`src/rtl/nrzi_pkg.sv`:
```
// Shared types and constants for the NRZI bit-stuffing line codec.
// Used by the encoder now and by a future stuff-stripping decoder.
package nrzi_pkg;

    typedef enum logic [1:0] {
        IDLE  = 2'd0,
        DATA  = 2'd1,
        STUFF = 2'd2
    } nrzi_state_t;

    localparam logic LINE_HIGH   = 1'b1;
    localparam logic LINE_LOW    = 1'b0;
    localparam int   RUN_LEN_MAX = 15;

    // Run counter width: enough to hold run_len itself, never narrower than one bit
    function automatic int cnt_width(input int run_len);
        return (run_len < 1) ? 1 : $clog2(run_len + 1);
    endfunction

endpackage

```
`src/rtl/nrzi_run_counter.sv`:
```
// Counts consecutive hold bits and flags the increment that lands on LIMIT.
// LIMIT = 0 disables counting, so at_limit never fires.
module nrzi_run_counter
    import nrzi_pkg::*;
#(
    parameter int LIMIT = 6
) (
    input  logic clock,
    input  logic reset,
    input  logic clear,
    input  logic incr,
    output logic at_limit
);

    localparam int             W       = cnt_width(LIMIT);
    localparam logic [W-1:0]   LIMIT_W = W'(LIMIT);
    localparam logic [W-1:0]   LAST_W  = (LIMIT == 0) ? W'(1'b0) : W'(LIMIT - 1);

    logic [W-1:0] count_r;

    // Run length register: clear has priority, count saturates at LIMIT
    always_ff @(posedge clock or posedge reset) begin
        if (reset) begin
            count_r <= W'(1'b0);
        end else if (clear) begin
            count_r <= W'(1'b0);
        end else if (incr && (count_r < LIMIT_W)) begin
            count_r <= count_r + W'(1'b1);
        end else begin
            count_r <= count_r;
        end
    end

    assign at_limit = (LIMIT > 0) & incr & (count_r == LAST_W);

endmodule

```
`src/rtl/nrzi_stuff_encoder.sv`:
```
// NRZI line encoder with bit stuffing: one bit per handshake, one-cycle latency,
// a forced transition after RUN_LEN consecutive hold bits.
module nrzi_stuff_encoder
    import nrzi_pkg::*;
#(
    parameter int   RUN_LEN    = 6,
    parameter logic TOGGLE_ON  = 1'b0,
    parameter logic IDLE_LEVEL = LINE_HIGH
) (
    input  logic clock,
    input  logic reset,
    input  logic sync_clear,
    input  logic in_valid,
    output logic in_ready,
    input  logic in_bit,
    input  logic in_last,
    output logic z,
    output logic out_active,
    output logic out_stuff
);

    localparam int RUN_EFF = (RUN_LEN > RUN_LEN_MAX) ? RUN_LEN_MAX : RUN_LEN;

    nrzi_state_t state_r, state_nx_s;
    logic        z_r, z_nx_s;
    logic        active_r, active_nx_s;
    logic        stuff_r, stuff_nx_s;
    logic        last_pend_r, last_pend_nx_s;
    logic        accept_s, hold_s, trigger_s;
    logic        cnt_clear_s, cnt_incr_s;

    assign in_ready   = ~sync_clear & (state_r != STUFF);
    assign accept_s   = in_valid & in_ready;
    assign hold_s     = (in_bit != TOGGLE_ON);
    assign cnt_incr_s = accept_s & hold_s;

    nrzi_run_counter #(
        .LIMIT (RUN_EFF)
    ) u_run_counter (
        .clock    (clock),
        .reset    (reset),
        .clear    (cnt_clear_s),
        .incr     (cnt_incr_s),
        .at_limit (trigger_s)
    );

    // Next-state, next line level and run-counter clear
    always_comb begin
        state_nx_s     = state_r;
        z_nx_s         = z_r;
        active_nx_s    = 1'b0;
        stuff_nx_s     = 1'b0;
        last_pend_nx_s = last_pend_r;
        cnt_clear_s    = 1'b0;
        if (sync_clear) begin
            state_nx_s     = IDLE;
            z_nx_s         = IDLE_LEVEL;
            last_pend_nx_s = 1'b0;
            cnt_clear_s    = 1'b1;
        end else if (state_r == STUFF) begin
            z_nx_s         = ~z_r;
            active_nx_s    = 1'b1;
            stuff_nx_s     = 1'b1;
            last_pend_nx_s = 1'b0;
            cnt_clear_s    = 1'b1;
            state_nx_s     = last_pend_r ? IDLE : DATA;
        end else if (accept_s) begin
            active_nx_s = 1'b1;
            if (hold_s) begin
                z_nx_s = z_r;
            end else begin
                z_nx_s      = ~z_r;
                cnt_clear_s = 1'b1;
            end
            // A triggering last bit still gets its stuff bit before returning to IDLE
            if (trigger_s) begin
                state_nx_s     = STUFF;
                last_pend_nx_s = in_last;
            end else if (in_last) begin
                state_nx_s  = IDLE;
                cnt_clear_s = 1'b1;
            end else begin
                state_nx_s = DATA;
            end
        end else begin
            state_nx_s = state_r;
        end
    end

    // State and registered line outputs
    always_ff @(posedge clock or posedge reset) begin
        if (reset) begin
            state_r     <= IDLE;
            z_r         <= IDLE_LEVEL;
            active_r    <= 1'b0;
            stuff_r     <= 1'b0;
            last_pend_r <= 1'b0;
        end else begin
            state_r     <= state_nx_s;
            z_r         <= z_nx_s;
            active_r    <= active_nx_s;
            stuff_r     <= stuff_nx_s;
            last_pend_r <= last_pend_nx_s;
        end
    end

    assign z          = z_r;
    assign out_active = active_r;
    assign out_stuff  = stuff_r;

endmodule

```
`config.mk`:
```
export PLATFORM = sky130hd
export DESIGN_NAME = nrzi_stuff_encoder
export DESIGN_NICKNAME = d
export VERILOG_FILES = /design/src/rtl/nrzi_pkg.sv /design/src/rtl/nrzi_run_counter.sv /design/src/rtl/nrzi_stuff_encoder.sv
export SDC_FILE = /design/constraint.sdc
export NUM_CORES = 1
export LEC_CHECK = 0
export CELL_PAD_IN_SITES_DETAIL_PLACEMENT = 1
export CELL_PAD_IN_SITES_GLOBAL_PLACEMENT = 2
export CORE_UTILIZATION = 30
export DETAILED_ROUTE_END_ITERATION = 10
export GPL_TIMING_DRIVEN = 0
export PLACE_DENSITY_LB_ADDON = 0.1
export SLEW_MARGIN = 20
export SYNTH_ARGS = -nofsm -noshare
export SYNTH_HDL_FRONTEND = slang
export SYNTH_SLANG_ARGS = --single-unit
```
`constraint.sdc`:
```
create_clock -name clock -period 3 [get_ports clock]
set_clock_uncertainty 0.15 [all_clocks]
set_input_delay 0.6 -clock clock [delete_from_list [all_inputs] [get_ports clock]]
set_output_delay 0.6 -clock clock [all_outputs]
set_load 0.05 [all_outputs]
```
**After elaboration in Yosys (flattened, before gate mapping)**

Cells that the tools add are included.
W data, S select, Z words.

- Register bits: 9
- Bits of input ports: 6
- Output and inout bits: 4
- Logic and storage cells: 51

- Add/subtract/negate cells: 1
- Magnitude comparators: 1
- Eq/ne operators: 4
- Mux-type cells: 27
- Bitwise gates (word level): 6
- Reductions and logical operators: 6

Operator list:

| cell | count |
|---|---|
| $mux W1 | 21 |
| $mux W2 | 4 |
| $mux W3 | 2 |
| $reduce_bool A3 Y1 | 2 |
| $and A1 B1 Y1 | 4 |
| $reduce_and A2 Y1 | 2 |
| $add A3 B1 Y3 const B | 1 |
| $eq A3 B3 Y1 const B | 1 |
| $lt A3 B3 Y1 const B | 1 |
| $ne A3 B2 Y1 const B | 1 |
| $eq A2 B2 Y1 const B | 1 |
| $ne A2 B2 Y1 const B | 1 |
| $not A1 Y1 | 2 |
| $reduce_bool A2 Y1 | 1 |
| $logic_and A1 B1 Y1 | 1 |

**Logic depth before layout (Yosys ltp)**

- Word-level depth: 10
- Gate-level depth with buffers: 5
- Gate-level depth less buffers: 5

**Cells and area by module**

Synthesis repeated with hierarchy kept, for this count alone.

- Cell total of the unflattened synthesis: 51
- Area, all modules: 503.0 um^2

By module, submodules not included:

| module | times used | cells each | area each (um^2) |
|---|---|---|---|
| nrzi_stuff_encoder | 1 | 33 | 324.1 |
| nrzi_run_counter | 1 | 18 | 178.9 |

**Worst setup path after synthesis**

Ideal clock, no wire load.

- Path kind: input to output
- Start: in sync_clear
- End: out in_ready
- Data arrival time: 1065 ps
- Setup slack: 1185 ps
- Stages on the path: 3
- Path buffers: 0
- Cells stage by stage: inv_1 nand2_1 inv_1

- Word-level cells in the longest chain between the ends: 2

RTL lines:

| what | line | text |
|---|---|---|
| start, declared | nrzi_stuff_encoder.sv:12 | `input logic sync_clear,` |
| $not A1 Y1 | nrzi_stuff_encoder.sv:32 | `assign in_ready = ~sync_clear & (state_r != STUFF);` |
| $and A1 B1 Y1 | nrzi_stuff_encoder.sv:32 |  |
| end, declared | nrzi_stuff_encoder.sv:14 | `output logic in_ready,` |

No other way between the ends.

**Worst setup path in the final report**

Same ends and word-level chain as after synthesis.

==> results <==
- The critical path is of the in2out type.
- Across all layers, the routed design uses 389 vias.
- The average instance area after synthesis is 9.690 um^2.
- The distinct cell type count after synthesis is 24.
- The maximum single-stage delay on the critical path is 0.47 ns.
- The cell area after technology mapping is 455.4 um^2.
- The number of DRC markers after the initial detailed-route iteration is 7.
- After routing the design area is 593.1 um^2.
- The count of TritonRoute iterations in the first routing pass is 2.
- Synthesis produced a netlist whose cell count is 47.
- The final worst-path cycle share is 0.8425.
- In this run the remaining antenna-violating nets after routing total 0.
- The overall die width is 40.97 um.
- Leaving out fill and tap cells, the most frequent cells in the layout are sky130_fd_sc_hd__clkdlybuf4s50_1, sky130_fd_sc_hd__dfrtp_1, sky130_fd_sc_hd__inv_1, sky130_fd_sc_hd__nor2_1.
- The static leakage is 0.0002710 uW.
- The first global-routing pass estimated 1718 um of wire.
- The total number of yosys warnings is 0.
- The max-slew violation total from the final report is 0.
- The via count of the first global-routing pass was 395.
- TritonCTS created 3 clock buffers.
- The critical path goes through clkdlybuf4s50_1, inv_1, nand2_1, inv_1, dlymetal6s2s_1.
- The run finished with clean final reports.
- The slowest stage of the critical path belongs to the cell sky130_fd_sc_hd__clkdlybuf4s50_1.
- The ratio of cells with drive above 1 in the final layout is 0.08333.
- The routed via count divided by cell count is 5.187.
- The kind of start point of the critical path is an input pin.
- The maximum clock insertion buffer count is 2.
- The total overflow left after global routing is 0.
- Once detailed placement completed, the half-perimeter wirelength came to 770.3 um.
- Setup repair after global routing left no endpoint under its margin.
- Across the run, the number of max-cap violations was 0.
- The highest net fanout along the worst path is 4.
- In this design, the critical path's most frequently occurring cell is sky130_fd_sc_hd__inv_1.
- The floorplan step defined a die boundary enclosing 0.001678 mm^2.
- Clock tree synthesis selected as its root buffer the cell sky130_fd_sc_hd__clkbuf_4.
- The overall power consumption is 258.2 uW.
- TritonCTS built the clock tree.
- The total DRC errors in the routed layout is 0.
- The sort of element at the end of the critical path is a primary output.
- The antenna diode instance count is 0.
- Input and output buffers added on the ports amount to 9.
- From synthesis to final layout, the design area changed by 30.22%.
- For this run, the total global-route usage over all layers was measured as 0.1659.
- The sequential fraction of the synthesis area is 0.4973.
- The net count reported at finish is 69.
- The worst slew margin relative to its limit is 0.6653.
- The number of clock sinks is 9.
- The congestion estimate from routability-driven global placement came to 0.6762.
- The post-detailed-placement cell area is 564.3 um^2.
- In this run the post-CTS setup repair buffer count came out at 0.
- The required arrival time at the worst endpoint is 2.25 ns.
- The routed wirelength normalized by instance count is 13.67 um.
- The worst path in the final design needs a cycle of 2.527 ns, including I/O delays and setup.
- At the pin with the least slew margin, the transition time is 0.5013 ns.
- Setup violations remaining at the end of the flow were counted as 0.
- Timing would allow up to 395.7 MHz.
- The final total negative setup slack is 0 ns.
- The cell type group with the largest total delay on the critical path is buffers and inverters.
- The clock latency at the later pin of the worst-skew pair is 0.26 ns.
- The effective utilization at floorplan is 0.3373.
- The vertical die dimension is 40.97 um.
- The count of endpoints failing hold in the final timing report is 0.
- The classification of the worst-slack hold path is reg2reg.
- The final wirelength is 1025 um.
- The H-tree depth reported by CTS is 1.
- In this run, synthesis produced a sequential element count of 9.
- The power density normalized to cell area is 435.3 mW/mm^2.
- The worst-case IR drop observed on VDD is 0.1760 mV.
- The number of nets produced by synthesis is 55.
- The critical path contains buffers and inverters numbering 4 combined.
- The data arrival at the endpoint of the critical path is 1.78 ns.
- The maximum number of pins on one net before global-route repair is 10.
- The number of standard-cell rows in the floorplan is 13.
- After clock tree synthesis, the clock-pin slew on the worst setup and hold paths is 0.06 ns.
- The initial antenna violation count came to 0.
- The core region area is 0.001350 mm^2.
- The I/O pin total is 10.
==> what timing repair did <==
action,4_1_cts,5_1_grt
endpoints found under the setup margin,0,1
resized for setup,0,1
hold buffers,0,0
==> cell usage after synthesis <==
| cell | n | share of area |
|---|---|---|
| sky130_fd_sc_hd__or3_1 | 2 | 0.027 |
| sky130_fd_sc_hd__ha_1 | 2 | 0.055 |
| sky130_fd_sc_hd__a21oi_1 | 3 | 0.033 |
| sky130_fd_sc_hd__o2111ai_1 | 1 | 0.019 |
| sky130_fd_sc_hd__mux2i_1 | 1 | 0.022 |
| sky130_fd_sc_hd__o211ai_1 | 1 | 0.016 |
| sky130_fd_sc_hd__a21boi_0 | 1 | 0.016 |
| sky130_fd_sc_hd__nand2_1 | 2 | 0.016 |
| sky130_fd_sc_hd__and2_0 | 1 | 0.014 |
| sky130_fd_sc_hd__nor2b_1 | 1 | 0.014 |
| sky130_fd_sc_hd__or2_0 | 1 | 0.014 |
| sky130_fd_sc_hd__nand4_1 | 1 | 0.014 |
| sky130_fd_sc_hd__dfrtp_1 | 8 | 0.44 |
| sky130_fd_sc_hd__a31oi_1 | 1 | 0.014 |
| sky130_fd_sc_hd__o21ai_0 | 2 | 0.022 |
| sky130_fd_sc_hd__inv_1 | 4 | 0.033 |
| sky130_fd_sc_hd__dfstp_2 | 1 | 0.058 |
| sky130_fd_sc_hd__nand2_2 | 1 | 0.014 |
| sky130_fd_sc_hd__nor3b_1 | 2 | 0.033 |
| sky130_fd_sc_hd__and2_1 | 1 | 0.014 |
| sky130_fd_sc_hd__nand2b_1 | 3 | 0.041 |
| sky130_fd_sc_hd__nor2_1 | 4 | 0.033 |
| sky130_fd_sc_hd__o21ai_1 | 2 | 0.022 |
| sky130_fd_sc_hd__a211oi_1 | 1 | 0.016 |
==> area by class of cell <==
class / count / area (um^2)
Sequential cell: 9 / 226.5
Tap cell: 15 / 18.77
Inverter: 4 / 15.01
Clock buffer: 4 / 26.28
Fill cell: 164 / 757.0
Multi-Input combinational cell: 34 / 214.0
Timing Repair Buffer: 9 / 92.59
==> stage by stage <==
step                instances  hold WS (ns)  setup slack, ns    util
detailed placement         71        0.3881          0.06428  0.4180
CTS                        75        0.4008          0.06170  0.4374
finish                     75        0.3928           0.4726  0.4393
global route               75        0.4465           0.3473  0.4393
floorplan                  47        0.2772            1.185       -
global placement           71        0.3602           0.1060  0.4180
==> logic make-up after synthesis <==
logic type	count (synthesis)	synth area share
compound gates	12	0.1594
fa+ha+maj	2	0.05494
buf+inv	4	0.03296
flops	9	0.4973
mux	1	0.02198
simple gates	19	0.2336
==> worst reg2reg max path, stage by stage, from the launching register on <==
cell and delay, ns:
sky130_fd_sc_hd__dfrtp_1 0.42, sky130_fd_sc_hd__ha_1 0.23, sky130_fd_sc_hd__and2_1 0.16, sky130_fd_sc_hd__o2111ai_1 0.30, sky130_fd_sc_hd__a21oi_1 0.08
==> metal layers <==
layer  GRT usage  wire length [um]  vias up  part of all wire
met2      0.2734               504        7              0.49
li1            -                 -      190                 -
met5           0                 0        -                 0
met3     0.03261                41        2             0.040
met1      0.1854               463      190              0.45
met4      0.1250                14        0             0.014
==> sequential cells by signal, indices dropped and copies added, names as in the netlist <==
register               flops
u_run_counter.count_r      3
z                          1
out_stuff                  1
last_pend_r                1
out_active                 1
state_r                    2
==> path summary, 6_finish.rpt <==
check | startpoint | end | slack, ns | depth (start not counted)
worst max register to register | u_run_counter.count_r[0] | u_run_counter.count_r[0] | 1.55 | 4
max in group asynchronous | reset | z | 1.95 | 2
min in group asynchronous | reset | u_run_counter.count_r[2] | 0.45 | 2
worst min register to register | last_pend_r | last_pend_r | 0.39 | 2
worst min-delay path | last_pend_r | last_pend_r | 0.39 | 2
worst max-delay path | sync_clear | in_ready | 0.47 | 5
==> power by group <==
group          leakage (uW)  switching [uW]  internal (uW)
logic              0.000136            21.4           14.8
registers          0.000120            2.08            125
clock network     0.0000150            43.5           51.3
total              0.000271            67.0            191
Power figures use the tool's default switching activity.
